`src/rtl/dht11_pkg.sv`:
```
// Shared definitions for the DHT11 request path: command and response
// codes, sequencer states and byte positions inside the 40-bit frame.
package dht11_pkg;

    localparam logic [7:0] CMD_STATUS = 8'h00;
    localparam logic [7:0] CMD_TEMP   = 8'h01;
    localparam logic [7:0] CMD_HUM    = 8'h02;

    localparam logic [7:0] RSP_OK      = 8'h07;
    localparam logic [7:0] RSP_FAULT   = 8'h1F;
    localparam logic [7:0] RSP_TEMP    = 8'h09;
    localparam logic [7:0] RSP_HUM     = 8'h08;
    localparam logic [7:0] RSP_CKSUM   = 8'hDF;
    localparam logic [7:0] RSP_INVALID = 8'hEF;

    // LSB position of each byte in {hum_int, hum_dec, temp_int, temp_dec, checksum}
    localparam int HUM_INT_LSB  = 32;
    localparam int HUM_DEC_LSB  = 24;
    localparam int TEMP_INT_LSB = 16;
    localparam int TEMP_DEC_LSB = 8;
    localparam int CKSUM_LSB    = 0;

    typedef enum logic [2:0] {
        ST_IDLE,
        ST_DECODE,
        ST_RELEASE,
        ST_MEASURE,
        ST_EVALUATE,
        ST_RESPOND
    } state_t;

    function automatic logic [7:0] frame_byte(input logic [39:0] frame,
                                              input int lsb);
        return frame[lsb +: 8];
    endfunction

endpackage

```
`src/rtl/dht11_frame_check.sv`:
```
// Combinational frame decoder: checksum validation and integer fields.
// Ports: frame (40-bit sensor frame) -> checksum_ok, temp_int, hum_int.
module dht11_frame_check
    import dht11_pkg::*;
(
    input  logic [39:0] frame,
    output logic        checksum_ok,
    output logic [7:0]  temp_int,
    output logic [7:0]  hum_int
);

    logic [7:0] sum;

    // 8-bit truncated sum of the four data bytes
    assign sum = frame_byte(frame, HUM_INT_LSB)
               + frame_byte(frame, HUM_DEC_LSB)
               + frame_byte(frame, TEMP_INT_LSB)
               + frame_byte(frame, TEMP_DEC_LSB);

    assign checksum_ok = (sum == frame_byte(frame, CKSUM_LSB));
    assign temp_int    = frame_byte(frame, TEMP_INT_LSB);
    assign hum_int     = frame_byte(frame, HUM_INT_LSB);

endmodule

```
`src/rtl/dht11_request_controller.sv`:
```
// Command sequencer in front of the DHT11 block: accepts a host command,
// pulses the sensor block through reset, starts a read, waits for done
// (with timeout), checks the frame and returns a code/data response.
// Ports: clock, reset_n; request_valid/request_code/request_ready (command
// in); enable_sensor, dados_sensor, erro, done (sensor block);
// response_valid/response_code/response_data/response_ready (response out).
module dht11_request_controller
    import dht11_pkg::*;
#(
    parameter int CLOCK_HZ       = 50_000_000,
    parameter int LOW_CYCLES     = 100,
    parameter int TIMEOUT_CYCLES = 50_000_000
) (
    input  logic        clock,
    input  logic        reset_n,
    input  logic        request_valid,
    input  logic [7:0]  request_code,
    output logic        request_ready,
    output logic        enable_sensor,
    input  logic [39:0] dados_sensor,
    input  logic        erro,
    input  logic        done,
    output logic        response_valid,
    output logic [7:0]  response_code,
    output logic [7:0]  response_data,
    input  logic        response_ready
);

    localparam int MAX_CYCLES =
        (LOW_CYCLES > TIMEOUT_CYCLES) ? LOW_CYCLES : TIMEOUT_CYCLES;
    localparam int CW = $clog2(MAX_CYCLES) + 1;
    localparam logic [CW-1:0] LOW_LAST     = CW'(LOW_CYCLES - 1);
    localparam logic [CW-1:0] TIMEOUT_LAST = CW'(TIMEOUT_CYCLES - 1);

    if (CLOCK_HZ <= 0 || LOW_CYCLES < 1 || TIMEOUT_CYCLES < 1) begin : g_bad_param
        $error("dht11_request_controller: parameters must be positive");
    end

    state_t      state;
    logic [CW-1:0] count;
    logic [7:0]  cmd_q;
    logic [39:0] frame_q;
    logic        erro_q;

    logic        checksum_ok;
    logic [7:0]  temp_int;
    logic [7:0]  hum_int;

    dht11_frame_check u_frame_check (
        .frame       (frame_q),
        .checksum_ok (checksum_ok),
        .temp_int    (temp_int),
        .hum_int     (hum_int)
    );

    always_ff @(posedge clock or negedge reset_n) begin
        if (!reset_n) begin
            state          <= ST_IDLE;
            count          <= '0;
            cmd_q          <= '0;
            frame_q        <= '0;
            erro_q         <= 1'b0;
            request_ready  <= 1'b0;
            enable_sensor  <= 1'b0;
            response_valid <= 1'b0;
            response_code  <= '0;
            response_data  <= '0;
        end else begin
            unique case (state)
                ST_IDLE: begin
                    request_ready <= 1'b1;
                    if (request_valid && request_ready) begin
                        cmd_q         <= request_code;
                        request_ready <= 1'b0;
                        state         <= ST_DECODE;
                    end
                end
                ST_DECODE: begin
                    if (cmd_q > CMD_HUM) begin
                        response_code  <= RSP_INVALID;
                        response_data  <= 8'h00;
                        response_valid <= 1'b1;
                        state          <= ST_RESPOND;
                    end else begin
                        count <= '0;
                        state <= ST_RELEASE;
                    end
                end
                ST_RELEASE: begin
                    if (count == LOW_LAST) begin
                        count         <= '0;
                        enable_sensor <= 1'b1;
                        state         <= ST_MEASURE;
                    end else begin
                        count <= count + 1'b1;
                    end
                end
                ST_MEASURE: begin
                    // done takes priority over a coincident timeout
                    if (done) begin
                        frame_q       <= dados_sensor;
                        erro_q        <= erro;
                        enable_sensor <= 1'b0;
                        state         <= ST_EVALUATE;
                    end else if (count == TIMEOUT_LAST) begin
                        erro_q        <= 1'b1;
                        enable_sensor <= 1'b0;
                        state         <= ST_EVALUATE;
                    end else begin
                        count <= count + 1'b1;
                    end
                end
                ST_EVALUATE: begin
                    response_valid <= 1'b1;
                    state          <= ST_RESPOND;
                    if (erro_q) begin
                        response_code <= RSP_FAULT;
                        response_data <= 8'h00;
                    end else if (!checksum_ok) begin
                        response_code <= RSP_CKSUM;
                        response_data <= 8'h00;
                    end else if (cmd_q == CMD_TEMP) begin
                        response_code <= RSP_TEMP;
                        response_data <= temp_int;
                    end else if (cmd_q == CMD_HUM) begin
                        response_code <= RSP_HUM;
                        response_data <= hum_int;
                    end else begin
                        response_code <= RSP_OK;
                        response_data <= 8'h00;
                    end
                end
                ST_RESPOND: begin
                    if (response_ready) begin
                        response_valid <= 1'b0;
                        request_ready  <= 1'b1;
                        state          <= ST_IDLE;
                    end
                end
                default: begin
                    state <= ST_IDLE;
                end
            endcase
        end
    end

endmodule

```
`config.mk`:
```
export PLATFORM = sky130hd
export DESIGN_NAME = dht11_request_controller
export DESIGN_NICKNAME = d
export VERILOG_FILES = /design/src/rtl/dht11_pkg.sv /design/src/rtl/dht11_frame_check.sv /design/src/rtl/dht11_request_controller.sv
export SDC_FILE = /design/constraint.sdc
export NUM_CORES = 1
export LEC_CHECK = 0
export ABC_AREA = 1
export CAP_MARGIN = 20
export CORE_MARGIN = 4
export CORE_UTILIZATION = 51
export DETAILED_ROUTE_END_ITERATION = 8
export PLACE_DENSITY = 0.77
export SLEW_MARGIN = 20
export SYNTH_ARGS = -nofsm -noshare
export SYNTH_HDL_FRONTEND = slang
export SYNTH_SLANG_ARGS = --single-unit
```
`constraint.sdc`:
```
create_clock -name clock -period 2.9 [get_ports clock]
set_input_delay 0.725 -clock clock [delete_from_list [all_inputs] [get_ports clock]]
set_output_delay 0.725 -clock clock [all_outputs]
set_load 0.005 [all_outputs]
```
==> qor.yml, run 1 <==
status: "finished with violations"
violations: "setup timing"
p_switching_mw: 3.89
fin_tns_setup_ns: -5.69
fin_ws_ns: -0.474
synth.avg_cell_area_um2: 7.56
nFillCells: 958
post-route-drc-count: 0
gr-total-overflow: 0
clockRootBuffer: "clkbuf_16"
intPower_mw: 4.24
gp_congestion: 0.973
rsz0062_at_grt: "true"
final.min_clock_period_ns: 3.37
crit_type: "reg2reg"
finClkSkew_ns: 0.00754
grt_start_max_net_pins: 55
timing.final.crit_share_pct: 116
clock-sinks: 96
multi_input_area_um2: 3040
dp.cells: 990
crit_required_ns: 3.15
drt-initial-drc-count: 408
pwr-share-clk_pct: 13.8
drive_above_1_share_pct: 9.80
insertion_delay_ns: 0.35
n_antenna_cell: 0
ys_ff_latch: 96
seq_area_um2: 2400
preCtsSetupSlack_ns: -0.494
syn_to_final_growth_pct: 21.6
end_kind: "flip-flop"
p_sw_share_pct: 47.8
critPathLaunch: "frame_q[9]"
arrival_ns: 3.62
synth_seq_area_share_pct: 40.8
cts.clk_slew.worst_paths_ns: 0.06
setup-violations-final: 13
worstSetupStartpointType: "flip-flop"
hold_path_class: "in2async"
cap_violations: 0
power_frac_comb_pct: 61.2
dpl.hpwl_mm: 11.7
die_x_um: 115
grt_first_pass_wirelength_mm: 25.2
nNetsFinal: 939
synth_cell_types: 39
r2r-start: "frame_q[9]"
p_leak_nw: 3.45
cts_tree: "yes"
antenna_found_initial: 0
wl_per_cell_um: 15.1
final_common_cell: "nand2_1"
fmax_mhz: 296
drt-pass1-iter-count: 5
synthCells: 779
vias_per_cell: 5.29
clk_path_buf_depth: 2
numCtsBuffers: 9
initial_core_util_pct: 53.2
power.density_nw_per_um2: 1140
slew_headroom_pct: 63.7
ir_drop_mv: 1.05
drv_slew: 0
num_vias: 5322
critPathMaxFanout: 7
htreeDepth: 3
power_frac_seq_pct: 25.0
finalHoldViolations: 0
fin_cells: 1007
netlist_area_um2: 5890
worst_pin_slew_ns: 0.541
pin_count: 73
postCtsHoldBufs: 0
ys_warn_count: 0
die-height_um: 115
wirelength_mm: 15.2
port_buffers: 72
num_rows: 38
grt_pass1_vias: 5132
dieArea_um2: 13300
track_usage_pct: 24.2
syn_nets: 855
core_area_um2: 11100
antenna_left: 0
layout_common_cells: "nand2_1, dfrtp_1, inv_1, clkdlybuf4s50_1, nand3_1"
-- cell families (layout without fill, tap and decap cells) --
family	Yosys count	count (layout)	share of synthesized area, %
AND/OR/NAND/NOR	436	436	32.2
buffers and inverters	117	205	8.37
flip-flops	96	96	40.8
AO/OA/AOI/OAI	82	82	8.31
XOR/XNOR	26	26	3.87
adder cells (fa/ha/maj)	22	22	6.46
-- state kept, by name, indices dropped and copies added (netlist names), 3 cells and up --
register and cells:
frame_q 40, count 27, cmd_q 8, response_data 8, response_code 6, state 3
-- worst max-delay path: stages (launching register included) --
cell	delay, ns
dfrtp_1	0.40
fa_1	0.58
inv_2	0.04
fa_1	0.49
inv_1	0.04
ha_2	0.19
fa_1	0.46
inv_1	0.07
nand2_1	0.04
nand2_1	0.07
nand3_2	0.10
nor2_4	0.12
nand2_1	0.06
nor2_1	0.08
nand3_1	0.11
nor2_4	0.19
nand3_2	0.09
nand2_1	0.09
inv_1	0.04
-- final timing paths --
path,end,slack [ns],depth (start not counted)
min reg2reg,cmd_q[7],0.47,2
max,response_code[2],-0.47,18
max in group asynchronous,count[14],2.00,2
max reg2reg,response_code[2],-0.47,18
min,frame_q[1],0.31,1
min in group clock,cmd_q[7],0.47,2
-- synthesized netlist by cell type --
library cell	instances	area share, %
a211oi_1	1	0.13
a21oi_1	25	2.1
a31oi_1	2	0.21
buf_1	4	0.25
buf_2	3	0.25
buf_4	2	0.25
buf_6	4	0.76
buf_8	1	0.25
clkbuf_1	8	0.51
clkinv_1	2	0.13
clkinv_2	1	0.085
dfrtp_1	96	41
fa_1	14	4.8
ha_1	8	1.7
inv_1	89	5.7
inv_2	3	0.19
nand2_1	284	18
nand2_2	3	0.32
nand2_4	1	0.19
nand3_1	55	4.7
nand3_2	2	0.34
nand3_4	1	0.30
nand4_1	13	1.4
nand4_2	1	0.21
nor2_1	43	2.7
nor2_2	3	0.32
nor2_8	2	0.68
nor3_1	18	1.5
nor3b_1	1	0.13
nor4_1	4	0.42
nor4_2	1	0.21
nor4_4	1	0.36
o211ai_1	4	0.51
o21ai_0	27	2.3
o21ai_1	6	0.51
o21ai_2	17	2.5
or2_2	3	0.32
xnor2_1	3	0.45
xor2_1	23	3.4
-- metal layers --
metal	wire length, um	share of wire (%)	GRT usage [%]	up-vias
met4	246	1.6	6.73	0
met2	7030	46	38.5	170
met1	6900	45	33.0	2491
li1	-	-	-	2638
met5	0	0	0	-
met3	1070	7.0	6.63	23
-- per-stage QoR --
stage	hold WS, ns	cell area [um^2]	utilization (%)	total power [mW]
final	0.308	7160	64.6	8.13
after global routing	0.337	7160	64.6	8.91
after CTS	0.318	7140	64.4	8.06
after detailed placement	0.468	6840	61.8	6.84
after global placement	0.456	6840	61.8	6.62
after floorplan	0.429	5900	-	5.54
-- power by group through the flow --
| stage | Clock (mW) | Combinational, mW | Sequential, mW |
|---|---|---|---|
| final | 1.13 | 4.98 | 2.03 |
| after floorplan | 0 | 3.56 | 1.98 |
| after CTS | 1.15 | 4.88 | 2.03 |
| after detailed placement | 0 | 4.79 | 2.05 |
| after global routing | 1.20 | 5.63 | 2.08 |
| after global placement | 0 | 4.59 | 2.03 |
-- layout make-up --
type,count,area share (%)
clock buffer,12,3.58
clock inverter,3,0.245
inverter,95,5.00
multi-input combinational,566,42.4
sequential,96,33.5
tap,140,2.45
timing repair buffer,95,12.8
-- repair_timing --
item | 4_1_cts | 5_1_grt
setup buffers | 1 | 1
pin swaps | 6 | 7
endpoints found under the setup margin | 13 | 13
endpoints found under the hold margin | 0 | 0
gates resized for setup | 3 | 5
No activity file was read; power rests on OpenSTA's default activity.
==> run 2, diff against run 1 <==
--- a/config.mk
+++ b/config.mk
@@ -8,9 +8,8 @@
 export ABC_AREA = 1
 export CAP_MARGIN = 20
 export CORE_MARGIN = 4
-export CORE_UTILIZATION = 51
+export CORE_UTILIZATION = 40
 export DETAILED_ROUTE_END_ITERATION = 8
-export PLACE_DENSITY = 0.77
 export SLEW_MARGIN = 20
 export SYNTH_ARGS = -nofsm -noshare
 export SYNTH_HDL_FRONTEND = slang
==> run 2 against run 1 <==
Against the previous run: the flow still finishes with violations (setup timing); clock-buffer cell count down 2; hold slack better by 0.089 ns; setup slack worse by 0.0093 ns; via count down 1.4%; combinational power down 2%; routed wire length up 2.8%; power down 0.39%; maximum frequency down 0.27%; non-clock buffer count down 3; first-iteration DRC count down 6.4%; clock power up 7%; critical path type unchanged; largest cell class unchanged; highest routed layer unchanged.
==> qor.yml, run 2 (same netlist as run 1, synthesis figures left out) <==
status: "finished with violations"
violations: "setup timing"
slew_headroom_pct: 54.5  # -9.2 points
final.min_clock_period_ns: 3.38  # +0.00929 ns
layout_common_cells: "nand2_1, dfrtp_1, inv_1, clkdlybuf4s50_1, nand3_1"
drt-initial-drc-count: 382  # -6.4%
drt-pass1-iter-count: 5  # unchanged
num_vias: 5250  # -1.4%
antenna_left: 0  # unchanged
port_buffers: 72  # unchanged
cap_violations: 0  # unchanged
grt_pass1_vias: 5224  # +1.8%
wirelength_mm: 15.7  # +2.8%
wl_per_cell_um: 14.9  # -1.3%
rsz0062_at_grt: "true"
top_register: "frame_q"
core_area_um2: 14500  # +31%
cts_tree: "yes"
max_stage_delay_ns: 0.55  # -0.03 ns
clockRootBuffer: "clkbuf_16"
reg.largest.list: "frame_q (40), count (27)"
clock-sinks: 96  # unchanged
grt_first_pass_wirelength_mm: 25.9  # +3.0%
htreeDepth: 3  # unchanged
end_kind: "flip-flop"
final_common_cell: "nand2_1"
crit_end: "response_code[3]"
hold_path_class: "in2async"
arrival_ns: 3.64  # +0.02 ns
worst_pin_slew_ns: 0.680  # +0.139 ns
gp_congestion: 0.908  # -6.7%
critPathLaunch: "frame_q[17]"
dieArea_um2: 16700  # +25%
ir_drop_mv: 0.626  # -41%
gr-total-overflow: 0  # unchanged
die_x_um: 129  # +12%
drv_slew: 0  # unchanged
insertion_delay_ns: 0.35  # about the same
crit_required_ns: 3.15  # about the same
finalHoldViolations: 0  # unchanged
die-height_um: 129  # +12%
worstSetupStartpointType: "flip-flop"
antenna_found_initial: 0  # unchanged
cts.clk_slew.worst_paths_ns: 0.07  # about the same
crit_chain: "fa_1 -> inv_2 -> fa_1 -> inv_1 -> ha_2 -> fa_1 -> inv_1 -> nand2_1 -> nand2_1 -> nand3_2 -> nor2_4 -> nand2_1 -> nor2_1 -> nand3_1 -> nor2_4 -> nand3_2 -> nand2_2 -> inv_2"
cts_setup_buffers: 0  # -1
vias_per_cell: 5.00  # -5.3%
fmax_mhz: 296  # -0.27%
setup-violations-final: 13  # unchanged
track_usage_pct: 19.6  # -4.6 points
worstReg2RegEnd: "response_code[3]"
power_mw: 8.10  # -0.39%
crit_slowest_cell: "fa_1"
clk_path_buf_depth: 2  # unchanged
grt_start_max_net_pins: 97  # +76%
postCtsHoldBufs: 0  # unchanged
crit_type: "reg2reg"
r2r-start: "frame_q[17]"
finClkSkew_ns: 0.00774  # +0.000199 ns
critPathMaxFanout: 7  # unchanged
dpl.hpwl_mm: 11.9  # +0.99%
numCtsBuffers: 9  # unchanged
initial_core_util_pct: 40.7  # -12 points
syn_to_final_growth_pct: 22.6
power.density_nw_per_um2: 1120  # -1.2%
p_leak_nw: 3.44  # -0.14%
timing.final.crit_share_pct: 117  # +0.32 points
num_rows: 44  # +16%
fin_tns_setup_ns: -4.99  # +0.696 ns
n_antenna_cell: 0  # unchanged
fin_ws_ns: -0.483  # -0.00929 ns
drive_above_1_share_pct: 9.83  # +0.023 points
rr_worst_depth: 18  # unchanged
post-route-drc-count: 0  # unchanged
nNetsFinal: 936  # -0.32%
rrSetupSlack_ns: -0.48  # about the same
pin_count: 73  # unchanged
largest_reg_flops: 40  # unchanged
==> run 2: cell types whose count changed in the layout (fill, tap and decap cells not counted) <==
cell / before / now
inv_1: 88 / 87
inv_2: 4 / 5
clkinvlp_4: 1 / 0
nand2_1: 284 / 283
clkbuf_8: 2 / 0
nand2_2: 3 / 4
inv_8: 0 / 1
bufinv_16: 0 / 1
buf_4: 22 / 19
clkinv_4: 0 / 2
==> run 2: repair_timing <==
| action | in CTS | in global routing |
|---|---|---|
| gates resized for setup | 3 | 7 |
| endpoints found under the setup margin | 13 | 13 |
| pin swaps | 4 | 14 |
==> run 2: worst min-delay path by stage <==
stage	start	slack, ns	endpoint	cells past startpoint
after detailed placement	cmd_q[6]	0.46	cmd_q[6]	2
after CTS	reset_n	0.45	frame_q[4]	2
final	reset_n	0.40	frame_q[4]	2
after global routing	reset_n	0.45	frame_q[1]	2
after global placement	cmd_q[5]	0.46	cmd_q[5]	2
after floorplan	reset_n	0.43	cmd_q[0]	0
==> run 2: layout make-up <==
| type | instances | area, um^2 |
|---|---|---|
| Clock buffer | 10 | 229 |
| Clock inverter | 6 | 68.8 |
| Fill cell | 1442 | 7260 |
| Inverter | 95 | 358 |
| Multi-Input combinational cell | 566 | 3040 |
| Sequential cell | 96 | 2400 |
| Tap cell | 184 | 230 |
| Timing Repair Buffer | 92 | 893 |
==> run 2: per-stage QoR <==
step | setup slack [ns] | std cells | area [um^2] | hold slack [ns] | utilization [%]
global placement | -0.422 | 1033 | 6890 | 0.456 | 47.6
detailed placement | -0.472 | 1033 | 6890 | 0.460 | 47.6
CTS | -0.468 | 1049 | 7200 | 0.451 | 49.7
floorplan | -0.226 | 779 | 5900 | 0.429 | -
finish | -0.483 | 1049 | 7220 | 0.397 | 49.9
global route | -0.695 | 1049 | 7220 | 0.451 | 49.9
==> run 2: worst max-delay path, delay by kind of cell (launching register included) <==
kind                       cells  cell delay (ns)
adders and majority gates      4             1.68
buffers and inverters          4             0.17
DFF                            1             0.40
and+or+nand+nor               10             1.03
==> run 2: report_power, final <==
| part | total (mW) | switching (mW) | internal [mW] |
|---|---|---|---|
| registers | 2.03 | 0.304 | 1.72 |
| clock network | 1.21 | 0.535 | 0.675 |
| logic | 4.87 | 3.02 | 1.84 |
| total | 8.10 | 3.86 | 4.24 |
==> run 2: routing by layer <==
layer / vias to the layer above / wire length (um) / track usage [%]
li1: 2620 / - / -
met1: 2499 / 7710 / 29.0
met2: 114 / 7010 / 29.8
met3: 17 / 691 / 2.93
met4: 0 / 259 / 6.05
met5: - / 0 / 0
==> run 3, diff against run 2 <==
--- a/config.mk
+++ b/config.mk
@@ -6,7 +6,6 @@
 export NUM_CORES = 1
 export LEC_CHECK = 0
 export ABC_AREA = 1
-export CAP_MARGIN = 20
 export CORE_MARGIN = 4
 export CORE_UTILIZATION = 40
 export DETAILED_ROUTE_END_ITERATION = 8
==> results of run 3 <==
Same layout as run 2: the final DEF is identical, and so are final timing and power.
